[src/rtl/ysyx_201979054_reg_wr_arbiter_if.sv]
// Write-port bundle between the requesters and the register write arbiter.
// The arbiter takes the slave side; the requesters (or a bench) take the master side.
interface ysyx_201979054_reg_wr_arbiter_if #(
   parameter int NUM_REQ    = 4,
   parameter int DATA_WIDTH = 64
);
   localparam int ID_W = (NUM_REQ > 1) ? $clog2(NUM_REQ) : 1;

   logic [NUM_REQ-1:0]            i_req;
   logic [NUM_REQ-1:0]            i_lock;
   logic [NUM_REQ*DATA_WIDTH-1:0] i_wdata;
   logic [NUM_REQ-1:0]            o_ack;
   logic                          o_write_en;
   logic [DATA_WIDTH-1:0]         o_write_data;
   logic [ID_W-1:0]               o_grant_id;
   logic                          o_busy;
   logic                          o_lock_timeout;

   modport slave (
      input  i_req, i_lock, i_wdata,
      output o_ack, o_write_en, o_write_data, o_grant_id, o_busy, o_lock_timeout
   );

   modport master (
      output i_req, i_lock, i_wdata,
      input  o_ack, o_write_en, o_write_data, o_grant_id, o_busy, o_lock_timeout
   );
endinterface

[src/rtl/ysyx_201979054_reg_wr_arbiter.sv]
// Round-robin arbiter with per-owner lock sharing one register write port.
// Optional forced lock release after LOCK_MAX idle LOCKED cycles: define YSYX_201979054_LOCK_TIMEOUT_EN.
module ysyx_201979054_reg_wr_arbiter #(
   parameter int NUM_REQ    = 4,
   parameter int DATA_WIDTH = 64,
   parameter int LOCK_MAX   = 16
) (
   input logic clk,
   input logic arst,
   ysyx_201979054_reg_wr_arbiter_if.slave bus
);
   localparam int ID_W = (NUM_REQ > 1) ? $clog2(NUM_REQ) : 1;

   if (NUM_REQ < 2 || LOCK_MAX < 1) begin : gBadParams
      $error("ysyx_201979054_reg_wr_arbiter: NUM_REQ must be >= 2 and LOCK_MAX >= 1");
   end

   typedef enum logic [1:0] {
      IDLE   = 2'd0,
      WRITE  = 2'd1,
      LOCKED = 2'd2
   } state_t;

   state_t                  state_q;
   logic [ID_W-1:0]         rrPtr_q;
   logic [ID_W-1:0]         grantId_q;
   logic [NUM_REQ-1:0]      ack_q;
   logic                    writeEn_q;
   logic                    busy_q;
   logic [DATA_WIDTH-1:0]   wdata_q;

   logic                    winValid;
   logic [ID_W-1:0]         winId;
   logic [ID_W-1:0]         rrPtrNext;
   logic [NUM_REQ-1:0]      winOneHot;
   logic [DATA_WIDTH-1:0]   winData;
   logic [NUM_REQ-1:0]      ownerOneHot;
   logic [DATA_WIDTH-1:0]   ownerData;
   logic                    ownerReq;
   logic                    ownerLock;

   // First set request at or above the round-robin pointer, wrapping around.
   always_comb begin
      int idx;
      idx      = 0;
      winValid = 1'b0;
      winId    = rrPtr_q;
      for (int i = 0; i < NUM_REQ; i++) begin
         idx = int'(rrPtr_q) + i;
         if (idx >= NUM_REQ) idx = idx - NUM_REQ;
         if (!winValid && bus.i_req[ID_W'(idx)]) begin
            winValid = 1'b1;
            winId    = ID_W'(idx);
         end
      end
   end

   assign rrPtrNext = (int'(winId) == NUM_REQ - 1) ? '0 : winId + 1'b1;

   always_comb begin
      winOneHot   = '0;
      winData     = '0;
      ownerOneHot = '0;
      ownerData   = '0;
      ownerReq    = 1'b0;
      ownerLock   = 1'b0;
      for (int k = 0; k < NUM_REQ; k++) begin
         if (ID_W'(k) == winId) begin
            winOneHot[k] = 1'b1;
            winData      = bus.i_wdata[k*DATA_WIDTH +: DATA_WIDTH];
         end
         if (ID_W'(k) == grantId_q) begin
            ownerOneHot[k] = 1'b1;
            ownerData      = bus.i_wdata[k*DATA_WIDTH +: DATA_WIDTH];
            ownerReq       = bus.i_req[k];
            ownerLock      = bus.i_lock[k];
         end
      end
   end

`ifdef YSYX_201979054_LOCK_TIMEOUT_EN
   localparam int CNT_W = $clog2(LOCK_MAX + 1);
   logic [CNT_W-1:0] lockCnt_q;
   logic             timeout_q;
`endif

   // Outputs are registered alongside the state, so ack/write_en appear in the WRITE cycle.
   always_ff @(posedge clk or posedge arst) begin
      if (arst) begin
         state_q   <= IDLE;
         rrPtr_q   <= '0;
         grantId_q <= '0;
         ack_q     <= '0;
         writeEn_q <= 1'b0;
         busy_q    <= 1'b0;
         wdata_q   <= '0;
`ifdef YSYX_201979054_LOCK_TIMEOUT_EN
         lockCnt_q <= '0;
         timeout_q <= 1'b0;
`endif
      end else begin
         ack_q     <= '0;
         writeEn_q <= 1'b0;
`ifdef YSYX_201979054_LOCK_TIMEOUT_EN
         timeout_q <= 1'b0;
`endif
         case (state_q)
            IDLE: begin
               if (winValid) begin
                  wdata_q   <= winData;
                  grantId_q <= winId;
                  rrPtr_q   <= rrPtrNext;
                  ack_q     <= winOneHot;
                  writeEn_q <= 1'b1;
                  busy_q    <= 1'b1;
                  state_q   <= WRITE;
               end else begin
                  busy_q <= 1'b0;
               end
            end
            WRITE: begin
               if (ownerLock) begin
                  busy_q  <= 1'b1;
                  state_q <= LOCKED;
`ifdef YSYX_201979054_LOCK_TIMEOUT_EN
                  lockCnt_q <= '0;
`endif
               end else begin
                  busy_q  <= 1'b0;
                  state_q <= IDLE;
               end
            end
            LOCKED: begin
               if (ownerReq) begin
                  wdata_q   <= ownerData;
                  ack_q     <= ownerOneHot;
                  writeEn_q <= 1'b1;
                  busy_q    <= 1'b1;
                  state_q   <= WRITE;
               end else if (!ownerLock) begin
                  busy_q  <= 1'b0;
                  state_q <= IDLE;
               end
`ifdef YSYX_201979054_LOCK_TIMEOUT_EN
               // Owner sat on the lock too long: release it back to round-robin.
               else if (lockCnt_q == CNT_W'(LOCK_MAX - 1)) begin
                  busy_q    <= 1'b0;
                  timeout_q <= 1'b1;
                  state_q   <= IDLE;
               end else begin
                  lockCnt_q <= lockCnt_q + 1'b1;
               end
`endif
            end
            default: begin
               busy_q  <= 1'b0;
               state_q <= IDLE;
            end
         endcase
      end
   end

   assign bus.o_ack        = ack_q;
   assign bus.o_write_en   = writeEn_q;
   assign bus.o_write_data = wdata_q;
   assign bus.o_grant_id   = grantId_q;
   assign bus.o_busy       = busy_q;
`ifdef YSYX_201979054_LOCK_TIMEOUT_EN
   assign bus.o_lock_timeout = timeout_q;
`else
   assign bus.o_lock_timeout = 1'b0;
`endif

endmodule
[src/flat_wrapper.sv]
// flat-port wrapper written by rule: the top's interface ports become plain ports
module ysyx_201979054_reg_wr_arbiter_flat 
#(
   parameter int NUM_REQ    = 4,
   parameter int DATA_WIDTH = 64,
   parameter int LOCK_MAX   = 16
)
  (clk, arst, bus_i_req, bus_i_lock, bus_i_wdata, bus_o_ack, bus_o_write_en, bus_o_write_data, bus_o_grant_id, bus_o_busy, bus_o_lock_timeout);
  ysyx_201979054_reg_wr_arbiter_if #(.NUM_REQ(NUM_REQ), .DATA_WIDTH(DATA_WIDTH)) bus_i ();
  input logic clk;
  input logic arst;
  input wire logic [$bits(bus_i.i_req)-1:0] bus_i_req;
  input wire logic [$bits(bus_i.i_lock)-1:0] bus_i_lock;
  input wire logic [$bits(bus_i.i_wdata)-1:0] bus_i_wdata;
  output wire logic [$bits(bus_i.o_ack)-1:0] bus_o_ack;
  output wire logic [$bits(bus_i.o_write_en)-1:0] bus_o_write_en;
  output wire logic [$bits(bus_i.o_write_data)-1:0] bus_o_write_data;
  output wire logic [$bits(bus_i.o_grant_id)-1:0] bus_o_grant_id;
  output wire logic [$bits(bus_i.o_busy)-1:0] bus_o_busy;
  output wire logic [$bits(bus_i.o_lock_timeout)-1:0] bus_o_lock_timeout;
  assign bus_i.i_req = bus_i_req;
  assign bus_i.i_lock = bus_i_lock;
  assign bus_i.i_wdata = bus_i_wdata;
  assign bus_o_ack = bus_i.o_ack;
  assign bus_o_write_en = bus_i.o_write_en;
  assign bus_o_write_data = bus_i.o_write_data;
  assign bus_o_grant_id = bus_i.o_grant_id;
  assign bus_o_busy = bus_i.o_busy;
  assign bus_o_lock_timeout = bus_i.o_lock_timeout;
  ysyx_201979054_reg_wr_arbiter #(.NUM_REQ(NUM_REQ), .DATA_WIDTH(DATA_WIDTH), .LOCK_MAX(LOCK_MAX)) u_core (.clk(clk), .arst(arst), .bus(bus_i));
endmodule
[config.mk]
export PLATFORM = sky130hd
export DESIGN_NAME = ysyx_201979054_reg_wr_arbiter_flat
export DESIGN_NICKNAME = d
export VERILOG_FILES = /design/src/rtl/ysyx_201979054_reg_wr_arbiter_if.sv /design/src/rtl/ysyx_201979054_reg_wr_arbiter.sv /design/src/flat_wrapper.sv
export SDC_FILE = /design/constraint.sdc
export NUM_CORES = 1
export LEC_CHECK = 0
export ABC_CLOCK_PERIOD_IN_PS = 3600
export BUFFER_PORTS_ARGS = -buffer_cell sky130_fd_sc_hd__buf_2
export CAP_MARGIN = 20
export CELL_PAD_IN_SITES_DETAIL_PLACEMENT = 1
export CELL_PAD_IN_SITES_GLOBAL_PLACEMENT = 2
export CORE_MARGIN = 3
export CORE_UTILIZATION = 26
export CTS_CLUSTER_DIAMETER = 100
export DETAILED_ROUTE_END_ITERATION = 10
export PLACE_DENSITY = 0.82
export SLEW_MARGIN = 20
export SYNTH_ARGS = -nofsm -noshare
export SYNTH_HDL_FRONTEND = slang
export SYNTH_SLANG_ARGS = --single-unit
[constraint.sdc]
create_clock -name clk -period 3.6 [get_ports clk]
set_clock_uncertainty 0.15 [all_clocks]
set_input_delay 1.08 -clock clk [delete_from_list [all_inputs] [get_ports clk]]
set_output_delay 1.08 -clock clk [all_outputs]
set_load 0.1 [all_outputs]
==> summary.txt, run 1 <==
Yosys
  – Post-synth top area cell: sky130_fd_sc_hd__dfrtp_1
  – Top cells by area in the synthesized netlist: sky130_fd_sc_hd__dfrtp_1 (28%), sky130_fd_sc_hd__mux2i_1 (19%), sky130_fd_sc_hd__a21oi_1 (9.4%), sky130_fd_sc_hd__a2bb2oi_1 (8.2%), sky130_fd_sc_hd__o221ai_1 (8.2%)
  – Post-synthesis cell area: 6860 sq um
  – Syn. warnings: 0
  – Seq/Total Area, Yosys: 27.7%
  – Post-Synthesis Net Count: 1,056
  – Cell count after synthesis: 786
  – Top flip-flop cell by instance count after synthesis: sky130_fd_sc_hd__dfrtp_1
  – Avg Cell Area, Syn: between 8 and 9 sq um
  – Share of synthesized flip-flops with an asynchronous set or reset: 100%
  – Leading post-synthesis cells by instance count: sky130_fd_sc_hd__a21oi_1 (129), sky130_fd_sc_hd__mux2i_1 (129), sky130_fd_sc_hd__dfrtp_1 (76), sky130_fd_sc_hd__inv_1 (68), sky130_fd_sc_hd__nor2b_1 (68)
  – Unique cell type count in the Yosys netlist: 38
  – Flip-flop and latch count after synthesis: 76
  – Share of the synthesized area in the top cell type: around 28%
  – Number of enable flip-flop cells after synthesis: 0

Timing
  – Number of pins with negative max-slew slack in the final report: 0
  – Clock period minus worst slack: 3070 ps
  – Number of endpoints failing setup at the final stage: 0
  – Worst Max-Slew Pin Slew: ~700 ps
  – Max-slew headroom at the worst pin: ~53%
  – Top achievable clock speed: 326 MHz
  – Hold Vio Cnt, Final: 0
  – RSZ-0062 raised after global routing: false
  – Setup TNS after final layout: 0 ps
  – Final period util: a little under nine tenths

Clock network
  – Insertion delay of the later-clocked pin in the worst-skew pair: 340 ps
  – Post-CTS repair timing setup buffer count: 0
  – Deepest clock path buffer count: 2
  – Number of buffers inserted for hold repair after clock tree synthesis: 0
  – Clock tree from TritonCTS: built
  – Number of clock buffers inserted by TritonCTS: 9
  – Number of sinks on the clock net: 76
  – Clock root buffer: sky130_fd_sc_hd__clkbuf_16
  – Post-CTS sizing: 0
  – Clock input transition at the sequential cells of the worst setup and hold paths: approximately 70 ps
  – Maximum level of the CTS H-tree: 3

Placed design
  – Final HPWL from detailed placement: approximately 21,000 um
  – Placed Cells: between 1,000 and 1,500
  – Placer Congestion: roughly 0.81
  – Buffers on Ports: 337

Drt
  – Overall via count from detail_route: roughly 7,500
  – Vias per cell: around 5.3
  – Count of antenna-violating nets left after detailed routing: 0
  – Routed WL: 30,000 um
  – Total DRC errors in the routed layout: 0
  – Number of detailed-route iterations in the first pass: 4
  – Mean routed wirelength per cell: 21.2 um
  – Number of DRC markers in iteration 0: about 340

Power and ir drop
  – Register share of total power: 14.9%
  – Sum of internal, switching and leakage power: around 11,000 uW
  – Sw frac: roughly three fifths
  – Areal power density over the cells: ~1200 nW/um^2
  – Reported net switching power: ~6600 uW
  – Portion of total power attributed to combinational logic: 75.6%
  – Total internal power: roughly 4400 uW
  – Reported leakage power: between 0.004 and 0.005 uW
  – Peak ir drop on the vdd network: between 0.5 and 0.6 mV
  – Proportion of power drawn by the clock network: around a tenth

Setup path
  – Cell chain of the critical path: buf_2, nor2b_1, o21ai_0, o211ai_1, inv_1, ha_4, buf_12, nand3b_1, a21oi_1, o221ai_1, mux2i_1
  – R2R Path Start: u_core.rrPtr_q[0]$_DFFE_PP0P_
  – Largest incremental delay on the critical path: roughly 410 ps
  – Endpoint type of the worst setup path: flop
  – Launching element type of the critical path: input pin
  – Data required time at the worst endpoint: 3660 ps
  – Critical Path Fanout Max: roughly 130
  – Timing startpoint of the critical path: bus_i_req[2]
  – Cell with the largest stage delay on the worst path: sky130_fd_sc_hd__buf_12
  – Data arrival at the endpoint of the critical path: 3130 ps
  – Critical Setup Path Class: input pin to flop

Floorplan
  – Die footprint: between 20,000 and 30,000 sq um
  – Initial Utilization: 26.8%
  – Vertical die dimension: about 170 um
  – Number of rows created at floorplan: 58
  – Core area: ~26,000 sq um
  – Die span in x: roughly 170 um
  – Number of placed I/O pins: ~340

Global routing
  – Maximum number of pins on one net before global-route repair: 130
  – Global router's overall resource usage: 20.3%
  – Global-route wire length before repair: around 46,000 um
  – Antenna violations before repair: 10
  – GRT Residual Overflow: 0
  – Vias in the first global route: 8,081

Cells and area
  – FILL cells: roughly 3,100
  – Area taken by flip-flops and latches: approximately 1900 sq um
  – Synthesis-to-finish area growth: 35.6%
  – Utilization of the core after routing: around 36%
  – Fraction of layout instances using a drive strength above 1: 35.8%
  – Total number of nets in the final design: about 1,300
  – Non-filler instance count after layout: 1,416
  – Multi-input gate area in the final layout: roughly 4400 sq um

Run status
  – Run status: complete, no violations

Hold path
  – Hold Startpoint: u_core.bus.o_write_data[55]$_DFFE_PP0P_
  – Hold crit path type: flop to flop

Run
  – Max-cap violations: 0
path summary, 6_finish.rpt:
| check | to | slack, ps | cells past startpoint |
|---|---|---|---|
| hold reg to reg | u_core.bus.o_write_data[55]$_DFFE_PP0P_ | 370 | 2 |
| setup reg to reg | u_core.bus.o_write_data[31]$_DFFE_PP0P_ | 1070 | 10 |
| hold / removal | u_core.bus.o_write_data[55]$_DFFE_PP0P_ | 370 | 2 |
| setup / recovery | u_core.bus.o_write_data[31]$_DFFE_PP0P_ | 530 | 11 |
| min in group asynchronous | u_core.bus.o_write_data[37]$_DFFE_PP0P_ | 630 | 2 |
| max in group asynchronous | u_core.bus.o_write_data[58]$_DFFE_PP0P_ | 2040 | 3 |
cells in the final DEF, fill, tap and decap left out, drive strengths merged, types with 3 or more instances in the layout:
master / Yosys / layout
o221ai: 64 / 64
a2bb2oi: 64 / 64
clkbuf: 57 / 13
dfrtp: 76 / 76
o31ai: 3 / 3
a21oi: 130 / 130
mux2i: 129 / 129
mux2: 3 / 3
diode: 0 / 8
inv: 69 / 69
nand3b: 67 / 67
nor2b: 69 / 69
buf: 23 / 356
nor3: 3 / 3
nand2b: 3 / 3
o21ai: 4 / 4
ha: 4 / 4
flip-flops by register name, indices dropped and copies added, names as in the netlist:
register                 count
u_core.bus.o_ack             4
u_core.state_q               2
u_core.bus.o_busy            1
u_core.bus.o_write_data     64
u_core.bus.o_write_en        1
u_core.bus.o_grant_id        2
u_core.rrPtr_q               2
power groups by stage:
| stage | Sequential, uW | Combinational, uW | Clock [uW] |
|---|---|---|---|
| after floorplan | 4570 | 3620 | 0 |
| after global placement | 1640 | 8320 | 0 |
| after detailed placement | 1650 | 8430 | 0 |
| after CTS | 1650 | 8440 | 1090 |
| after global routing | 1710 | 8910 | 1120 |
| final | 1650 | 8370 | 1060 |
worst max-delay path: cells and delay by family:
| family | cells | cell delay (ps) |
|---|---|---|
| AO/OA/AOI/OAI | 4 | 640 |
| adder cells (fa/ha/maj) | 1 | 160 |
| buffers and inverters | 3 | 710 |
| multiplexers | 1 | 120 |
| AND/OR/NAND/NOR | 2 | 320 |
layout make-up:
| type | instances | share of cell area (%) |
|---|---|---|
| timing repair buffer | 356 | 21.2 |
| sequential | 76 | 20.5 |
| multi-input combinational | 561 | 47.2 |
| antenna | 8 | 0.215 |
| tap | 330 | 4.44 |
| clock buffer | 13 | 2.91 |
| clock inverter | 3 | 0.727 |
| inverter | 69 | 2.81 |
cells by family after synthesis:
| family | after synthesis | synth area share [%] |
|---|---|---|
| and+or+nand+nor | 151 | 15.1 |
| muxes | 134 | 20.0 |
| other | 1 | 0.0547 |
| DFF | 76 | 27.7 |
| buffers and inverters | 149 | 9.14 |
| AOI/OAI and AO/OA | 271 | 27.3 |
| adders and majority gates | 4 | 0.730 |
metrics by stage:
stage | worst slack, ps | cell area (sq um) | hold WS (ps)
2_1_floorplan | 432 | 6860 | 356
3_3_place_gp | 283 | 8940 | 352
3_5_place_dp | 205 | 8940 | 359
4_1_cts | 574 | 9280 | 372
5_1_grt | 338 | 9290 | 390
6_report | 529 | 9300 | 370
per-layer routing:
metal  share of wire [%]  up-vias  global-route usage, %  wire length, um
met2                  50      256                   36.0            15000
met1                  41     3663                   23.9            12200
met4                 1.7        8                   6.19              509
met5                0.19        -                      0               56
met3                 7.5       38                   5.47             2260
li1                    -     3506                      -                -
(Power assumes the default switching activity.)
==> run 2: changes to the inputs <==
ABC_AREA = 1   (was unset)
BUFFER_PORTS_ARGS = unset   (was -buffer_cell sky130_fd_sc_hd__buf_2)
CORE_UTILIZATION = 31   (was 26)
DONT_BUFFER_PORTS = 1   (was unset)
PLACE_DENSITY = 0.81   (was 0.82)
==> run 2 against run 1 <==
Effect of this change:
- first-iteration DRC count rose by 63%
- sequential share of layout area is 2.8 points higher
- die area decreased by 8.1%
- largest cell class unchanged
==> summary.txt, run 2 <==
Run status
  – Run status: complete, no violations

Floorplan
  – Die footprint: around 26,000 sq um
  – Number of rows created at floorplan: 56
  – Number of placed I/O pins: between 300 and 400
  – Initial Utilization: 31.7%
  – Core area: ~24,000 sq um
  – Vertical die dimension: 161 um
  – Die span in x: 161 um

Yosys
  – Cell count after synthesis: between 1,000 and 1,500
  – Leading post-synthesis cells by instance count: sky130_fd_sc_hd__nand2_1 (396), sky130_fd_sc_hd__o21ai_0 (180), sky130_fd_sc_hd__nor2_1 (112), sky130_fd_sc_hd__nand3_1 (93), sky130_fd_sc_hd__a21oi_1 (85)
  – Unique cell type count in the Yosys netlist: 25
  – Top cells by area in the synthesized netlist: sky130_fd_sc_hd__dfrtp_1 (25%), sky130_fd_sc_hd__nand2_1 (20%), sky130_fd_sc_hd__o21ai_0 (12%), sky130_fd_sc_hd__a22oi_1 (6.4%), sky130_fd_sc_hd__nand3_1 (6.2%)
  – Syn. warnings: 0
  – Simple-gate area share of the yosys netlist: about a third
  – Post-synthesis xor/xnor area fraction: less than 1%
  – Seq/Total Area, Yosys: about 25%
  – Fraction of the mapped netlist area in compound gates: a little under a third
  – Post-synth top area cell: sky130_fd_sc_hd__dfrtp_1
  – Share of synthesized flip-flops with an asynchronous set or reset: between 90% and 100%
  – Most instantiated library cell after synthesis: sky130_fd_sc_hd__nand2_1
  – Share of the synthesized area in the top cell type: 25.4%
  – Largest family of logic cells by synthesized area: simple AND/OR/NAND/NOR gates
  – Top flip-flop cell by instance count after synthesis: sky130_fd_sc_hd__dfrtp_1
  – Adder and majority gate portion of the synthesized area: less than 1%
  – Post-synthesis cell area: around 7500 sq um
  – Avg Cell Area, Syn: slightly below 6 sq um
  – Number of enable flip-flop cells after synthesis: 0
  – Mux cell area share after synthesis: 0%
  – Flip-flop and latch count after synthesis: 76
  – Post-Synthesis Net Count: roughly 1,600

Drt
  – Vias per cell: between 5 and 6
  – Number of DRC markers in iteration 0: about 550
  – Routed WL: 35,000 um
  – Mean routed wirelength per cell: 22.6 um
  – Count of antenna-violating nets left after detailed routing: 0
  – Total DRC errors in the routed layout: 0
  – Overall via count from detail_route: about 9,000
  – Number of detailed-route iterations in the first pass: 5

Timing
  – Max-slew headroom at the worst pin: about 36%
  – Minimum setup slack in the final design: around 350 ps
  – Setup TNS after final layout: 0 ps
  – Worst Max-Slew Pin Slew: about 960 ps
  – Clock period minus worst slack: 3250 ps
  – Number of pins with negative max-slew slack in the final report: 0
  – Hold Vio Cnt, Final: 0
  – Number of endpoints failing setup at the final stage: 0
  – RSZ-0062 raised after global routing: false
  – Top achievable clock speed: about 310 MHz
  – Final period util: roughly 90%

Global routing
  – GRT Residual Overflow: 0
  – Global-route wire length before repair: between 50,000 and 60,000 um
  – Vias in the first global route: between 9,000 and 10,000
  – Global router's overall resource usage: between 20% and 30%
  – Maximum number of pins on one net before global-route repair: 66
  – Antenna violations before repair: 1

Placed design
  – Buffers on Ports: 0
  – Post-placement setup slack: -5.69 ps
  – Final HPWL from detailed placement: about 23,000 um
  – Placer Congestion: 0.836

Setup path
  – Data required time at the worst endpoint: roughly 3700 ps
  – Data arrival at the endpoint of the critical path: between 3000 and 4000 ps
  – Worst R2R Path Depth: 21
  – Critical Setup Path Class: input pin to flop
  – Endpoint type of the worst setup path: flop
  – Launching element type of the critical path: input pin
  – Critical Path Fanout Max: 20

Run
  – Max-cap violations: 0

Cells and area
  – Synthesis-to-finish area growth: 9.62%
  – Largest register FFs: 64
  – Highest-count cells in the layout ignoring fill and taps: sky130_fd_sc_hd__nand2_1 (393), sky130_fd_sc_hd__o21ai_0 (180), sky130_fd_sc_hd__nor2_1 (109)
  – Fraction of layout instances using a drive strength above 1: under 10%
  – Diodes inserted: 0
  – FILL cells: about 3,200
  – Commonest non-fill, non-tap cell in the layout: sky130_fd_sc_hd__nand2_1
  – Total number of nets in the final design: 1,491

Clock network
  – Clock input transition at the sequential cells of the worst setup and hold paths: around 70 ps
  – Insertion delay of the later-clocked pin in the worst-skew pair: 340 ps
  – Post-CTS repair timing setup buffer count: 0
  – Clock root buffer: sky130_fd_sc_hd__clkbuf_16
  – Deepest clock path buffer count: 2
  – Number of clock buffers inserted by TritonCTS: 9
  – Clock tree from TritonCTS: built
  – Number of sinks on the clock net: 76
  – Maximum level of the CTS H-tree: 3

Hold path
  – Hold crit path type: flop to flop
  – Cell count of the worst hold path: 2
## run 2: cell types whose count changed in the layout (fill, tap and decap cells not counted), sizes merged, moves of 65 or more
cell / change
o21ai: +177
nand3b: -65
nor2b: -69
nand3: +93
nor2: +110
nand2: +398
mux2i: -129
buf: -318
## run 2: area by class of cell
type	instances	area [sq um]	area share [%]
sequential	76	1910	23.3
clock buffer	9	225	2.74
multi-input combinational	1014	4810	58.5
timing repair buffer	38	485	5.91
inverter	82	309	3.76
tap	319	399	4.86
clock inverter	7	73.8	0.899
## run 2: layer usage
layer  vias up  GRT usage, %  share of wire (%)
met1      4482          32.8                 42
met2       313          43.6                 48
met3        46          6.59                7.6
met4         2          7.39                1.9
li1       4185             -                  -
met5         -             0              0.037
## run 2: worst paths after layout
kind                                               startpoint                                       to  slack (ps)
worst max-delay path                             bus_i_req[0]  u_core.bus.o_write_data[35]$_DFFE_PP0P_         350
worst min-delay path            u_core.state_q[0]$_DFFE_PP0P_            u_core.state_q[1]$_DFFE_PP0P_         490
worst max register to register  u_core.rrPtr_q[0]$_DFFE_PP0P_  u_core.bus.o_write_data[35]$_DFFE_PP0P_         430
worst min register to register  u_core.state_q[0]$_DFFE_PP0P_            u_core.state_q[1]$_DFFE_PP0P_         490
max in group asynchronous                                arst            u_core.state_q[0]$_DFFE_PP0P_        2160
min in group asynchronous                                arst  u_core.bus.o_write_data[57]$_DFFE_PP0P_         510
## run 2: critical path, cell delays in order
cell                      delay, ps
sky130_fd_sc_hd__nand2_1         50
sky130_fd_sc_hd__nand2_1         90
sky130_fd_sc_hd__nand2_2         80
sky130_fd_sc_hd__nand2_2         80
sky130_fd_sc_hd__a21oi_4        150
sky130_fd_sc_hd__nand3_1        140
sky130_fd_sc_hd__inv_1          110
sky130_fd_sc_hd__nand2_1         70
sky130_fd_sc_hd__nand2_1        130
sky130_fd_sc_hd__inv_1           80
sky130_fd_sc_hd__ha_2           230
sky130_fd_sc_hd__nor2_4         210
sky130_fd_sc_hd__buf_12         200
sky130_fd_sc_hd__buf_12         150
sky130_fd_sc_hd__nand2_1         50
sky130_fd_sc_hd__a22oi_1        150
sky130_fd_sc_hd__nor2_1          60
sky130_fd_sc_hd__o22ai_1        130
sky130_fd_sc_hd__nand2_1         70
sky130_fd_sc_hd__nand2_1         60
## run 2: per-stage QoR
step / util (%) / cell area [sq um] / cells / hold WS, ps
4_1_cts: 34.8 / 8210 / 1545 / 496
6_report: 34.8 / 8210 / 1545 / 494
5_1_grt: 34.8 / 8210 / 1545 / 518
3_3_place_gp: 33.5 / 7910 / 1529 / 463
2_1_floorplan: - / 7490 / 1283 / 377
3_5_place_dp: 33.5 / 7910 / 1529 / 479
## run 2: cells by family after synthesis
logic type	Yosys count
compound gates	400
xor+xnor	1
fa+ha+maj	4
buf+inv	193
flops	76
other cells	1
simple gates	608
## run 2: what timing repair did
item / in CTS / in global routing
endpoints found under the setup margin: 0 / 8
resized for setup: 0 / 1
hold buffers: 0 / 0
Power of run 2 is left out: the tool's default activity adds up to more than one toggle a clock period on the data nets, which glitch-free logic cannot reach.
==> run 3: changes to the inputs <==
--- a/config.mk
+++ b/config.mk
@@ -17,4 +17,5 @@
 export DONT_BUFFER_PORTS = 1
 export PLACE_DENSITY = 0.81
+export SETUP_SLACK_MARGIN = 0.4
 export SLEW_MARGIN = 20
 export SYNTH_ARGS = -nofsm -noshare
==> constraint.sdc (replaced) <==
create_clock -name clk -period 3.6 [get_ports clk]
set_clock_uncertainty 0.15 [all_clocks]
set_input_delay 0.72 -clock clk [delete_from_list [all_inputs] [get_ports clk]]
set_output_delay 0.72 -clock clk [all_outputs]
set_load 0.1 [all_outputs]
==> run 3 against run 2 <==
Effect of this change:
- register-to-register slack better by 140 ps
- hold slack worse by 280 ps
- count of clock-buffer cells in the layout is 1 higher
- design area is 0.40% higher
- critical path type is now flop to flop
==> summary.txt, run 3 (same netlist as run 2, synthesis figures left out) <==
Run status
  – Run status: complete, no violations

Cells and area
  – Diodes inserted: 0
  – Design Area, Final: between 8000 and 9000 sq um
  – Commonest non-fill, non-tap cell in the layout: sky130_fd_sc_hd__nand2_1
  – Synthesis-to-finish area growth: 10.1%
  – Total number of nets in the final design: 1,492
  – Largest register FFs: 64
  – Fraction of layout instances using a drive strength above 1: under 10%
  – Highest-count cells in the layout ignoring fill and taps: sky130_fd_sc_hd__nand2_1 (391), sky130_fd_sc_hd__o21ai_0 (179), sky130_fd_sc_hd__nor2_1 (109)
  – FILL cells: 3,141

Timing
  – Minimum setup slack in the final design: between 500 and 600 ps
  – Final period util: between 80% and 90%
  – Top achievable clock speed: ~330 MHz
  – Hold Vio Cnt, Final: 0
  – Worst Max-Slew Pin Slew: 1050 ps
  – Number of pins with negative max-slew slack in the final report: 0
  – Max-slew headroom at the worst pin: a little under a third
  – Setup TNS after final layout: 0 ps
  – RSZ-0062 raised after global routing: false
  – Clock period minus worst slack: 3030 ps
  – Number of endpoints failing setup at the final stage: 0

Global routing
  – Global router's overall resource usage: about 26%
  – Maximum number of pins on one net before global-route repair: 67
  – GRT Residual Overflow: 0
  – Global-route wire length before repair: approximately 54,000 um
  – Antenna violations before repair: 1
  – Vias in the first global route: 9,220

Clock network
  – Deepest clock path buffer count: 2
  – Maximum level of the CTS H-tree: 3
  – Number of clock buffers inserted by TritonCTS: 9
  – Clock tree from TritonCTS: built
  – Clock input transition at the sequential cells of the worst setup and hold paths: approximately 70 ps
  – Clock root buffer: sky130_fd_sc_hd__clkbuf_16
  – Number of sinks on the clock net: 76
  – Insertion delay of the later-clocked pin in the worst-skew pair: roughly 340 ps

Drt
  – Total DRC errors in the routed layout: 0
  – Count of antenna-violating nets left after detailed routing: 0
  – Number of detailed-route iterations in the first pass: 5
  – Number of DRC markers in iteration 0: approximately 660
  – Routed WL: ~36,000 um
  – Mean routed wirelength per cell: 23.2 um
  – Vias per cell: just under 6
  – Overall via count from detail_route: about 9,100

Floorplan
  – Die span in x: 161 um
  – Vertical die dimension: around 160 um
  – Number of placed I/O pins: approximately 340
  – Number of rows created at floorplan: 56
  – Core area: about 24,000 sq um
  – Initial Utilization: between 30% and 40%
  – Die footprint: approximately 26,000 sq um

Placed design
  – Buffers on Ports: 0
  – Final HPWL from detailed placement: about 23,000 um
  – Placer Congestion: approximately 0.81
  – Total cell area at the placement stage: roughly 7700 sq um
  – Post-placement setup slack: roughly 250 ps

Setup path
  – Endpoint type of the worst setup path: flop
  – Data required time at the worst endpoint: roughly 3700 ps
  – Data arrival at the endpoint of the critical path: around 3200 ps
  – Critical Setup Path Class: flop to flop
  – Worst R2R Path Depth: 21
  – Launching element type of the critical path: flop
  – R2R Path Start: u_core.rrPtr_q[0]$_DFFE_PP0P_
  – Worst reg2reg setup slack: 570 ps
  – Endpoint of the lowest-slack register-to-register path: u_core.bus.o_write_data[37]$_DFFE_PP0P_
  – Critical Path Fanout Max: 10

Hold path
  – Hold crit path type: input pin to async pin

Run
  – Max-cap violations: 0
run 3: worst max path at each step:
stage,start,endpoint,slack [ps],depth (start not counted)
CTS,u_core.rrPtr_q[1]$_DFFE_PP0P_,u_core.bus.o_write_data[15]$_DFFE_PP0P_,420,20
global placement,u_core.rrPtr_q[0]$_DFFE_PP0P_,u_core.bus.o_write_data[59]$_DFFE_PP0P_,390,20
global route,u_core.rrPtr_q[0]$_DFFE_PP0P_,u_core.bus.o_write_data[15]$_DFFE_PP0P_,380,20
floorplan,bus_i_req[2],u_core.bus.o_write_data[10]$_DFFE_PP0P_,520,18
finish,u_core.rrPtr_q[0]$_DFFE_PP0P_,u_core.bus.o_write_data[37]$_DFFE_PP0P_,570,21
detailed placement,u_core.rrPtr_q[0]$_DFFE_PP0P_,u_core.bus.o_write_data[54]$_DFFE_PP0P_,250,18
run 3: layout make-up:
type	instances	area [sq um]	area share [%]
inverter	82	312	3.78
multi-input combinational	1014	4840	58.7
tap	319	399	4.84
clock buffer	10	239	2.90
clock inverter	6	71.3	0.865
timing repair buffer	39	468	5.68
sequential	76	1910	23.2
run 3: per-layer routing:
| layer | GRT usage, % | wire [um] | up-vias |
|---|---|---|---|
| met5 | 0 | 13 | - |
| met4 | 7.16 | 872 | 2 |
| met3 | 7.57 | 3140 | 62 |
| met2 | 43.9 | 17000 | 368 |
| met1 | 32.3 | 14800 | 4452 |
| li1 | - | - | 4182 |
run 3: metrics by stage:
stage                     std cells  utilization, %  hold slack [ps]
after global placement         1517            32.8              459
after CTS                      1536            34.2              234
after detailed placement       1517            32.8              477
after global routing           1546            34.9              245
final                          1546            34.9              210
after floorplan                1283               -              377
run 3: worst max-delay path: stages, from the launching register on:
cell and delay (ps):
sky130_fd_sc_hd__dfrtp_2 480, sky130_fd_sc_hd__buf_4 160, sky130_fd_sc_hd__nand2_1 50, sky130_fd_sc_hd__nand2_1 90, sky130_fd_sc_hd__nand2_2 80, sky130_fd_sc_hd__nand2_2 80
sky130_fd_sc_hd__a21oi_4 150, sky130_fd_sc_hd__nand3_2 100, sky130_fd_sc_hd__inv_1 90, sky130_fd_sc_hd__nand2_1 80, sky130_fd_sc_hd__nand2_2 110, sky130_fd_sc_hd__inv_1 90
sky130_fd_sc_hd__ha_4 200, sky130_fd_sc_hd__nor2_4 140, sky130_fd_sc_hd__buf_4 170, sky130_fd_sc_hd__clkbuf_16 170, sky130_fd_sc_hd__nand2_1 60, sky130_fd_sc_hd__a22oi_1 150
sky130_fd_sc_hd__nor2_1 70, sky130_fd_sc_hd__o22ai_1 140, sky130_fd_sc_hd__nand2_1 70, sky130_fd_sc_hd__nand2_1 70
run 3: what timing repair did:
item | CTS | global route
hold buffers | 0 | 0
buffers inserted | 3 | 7
pin swaps | 0 | 4
cloned | 0 | 3
setup endpoints to repair | 64 | 64
resized for setup | 1 | 14
Power of run 3 is left out for the same reason.
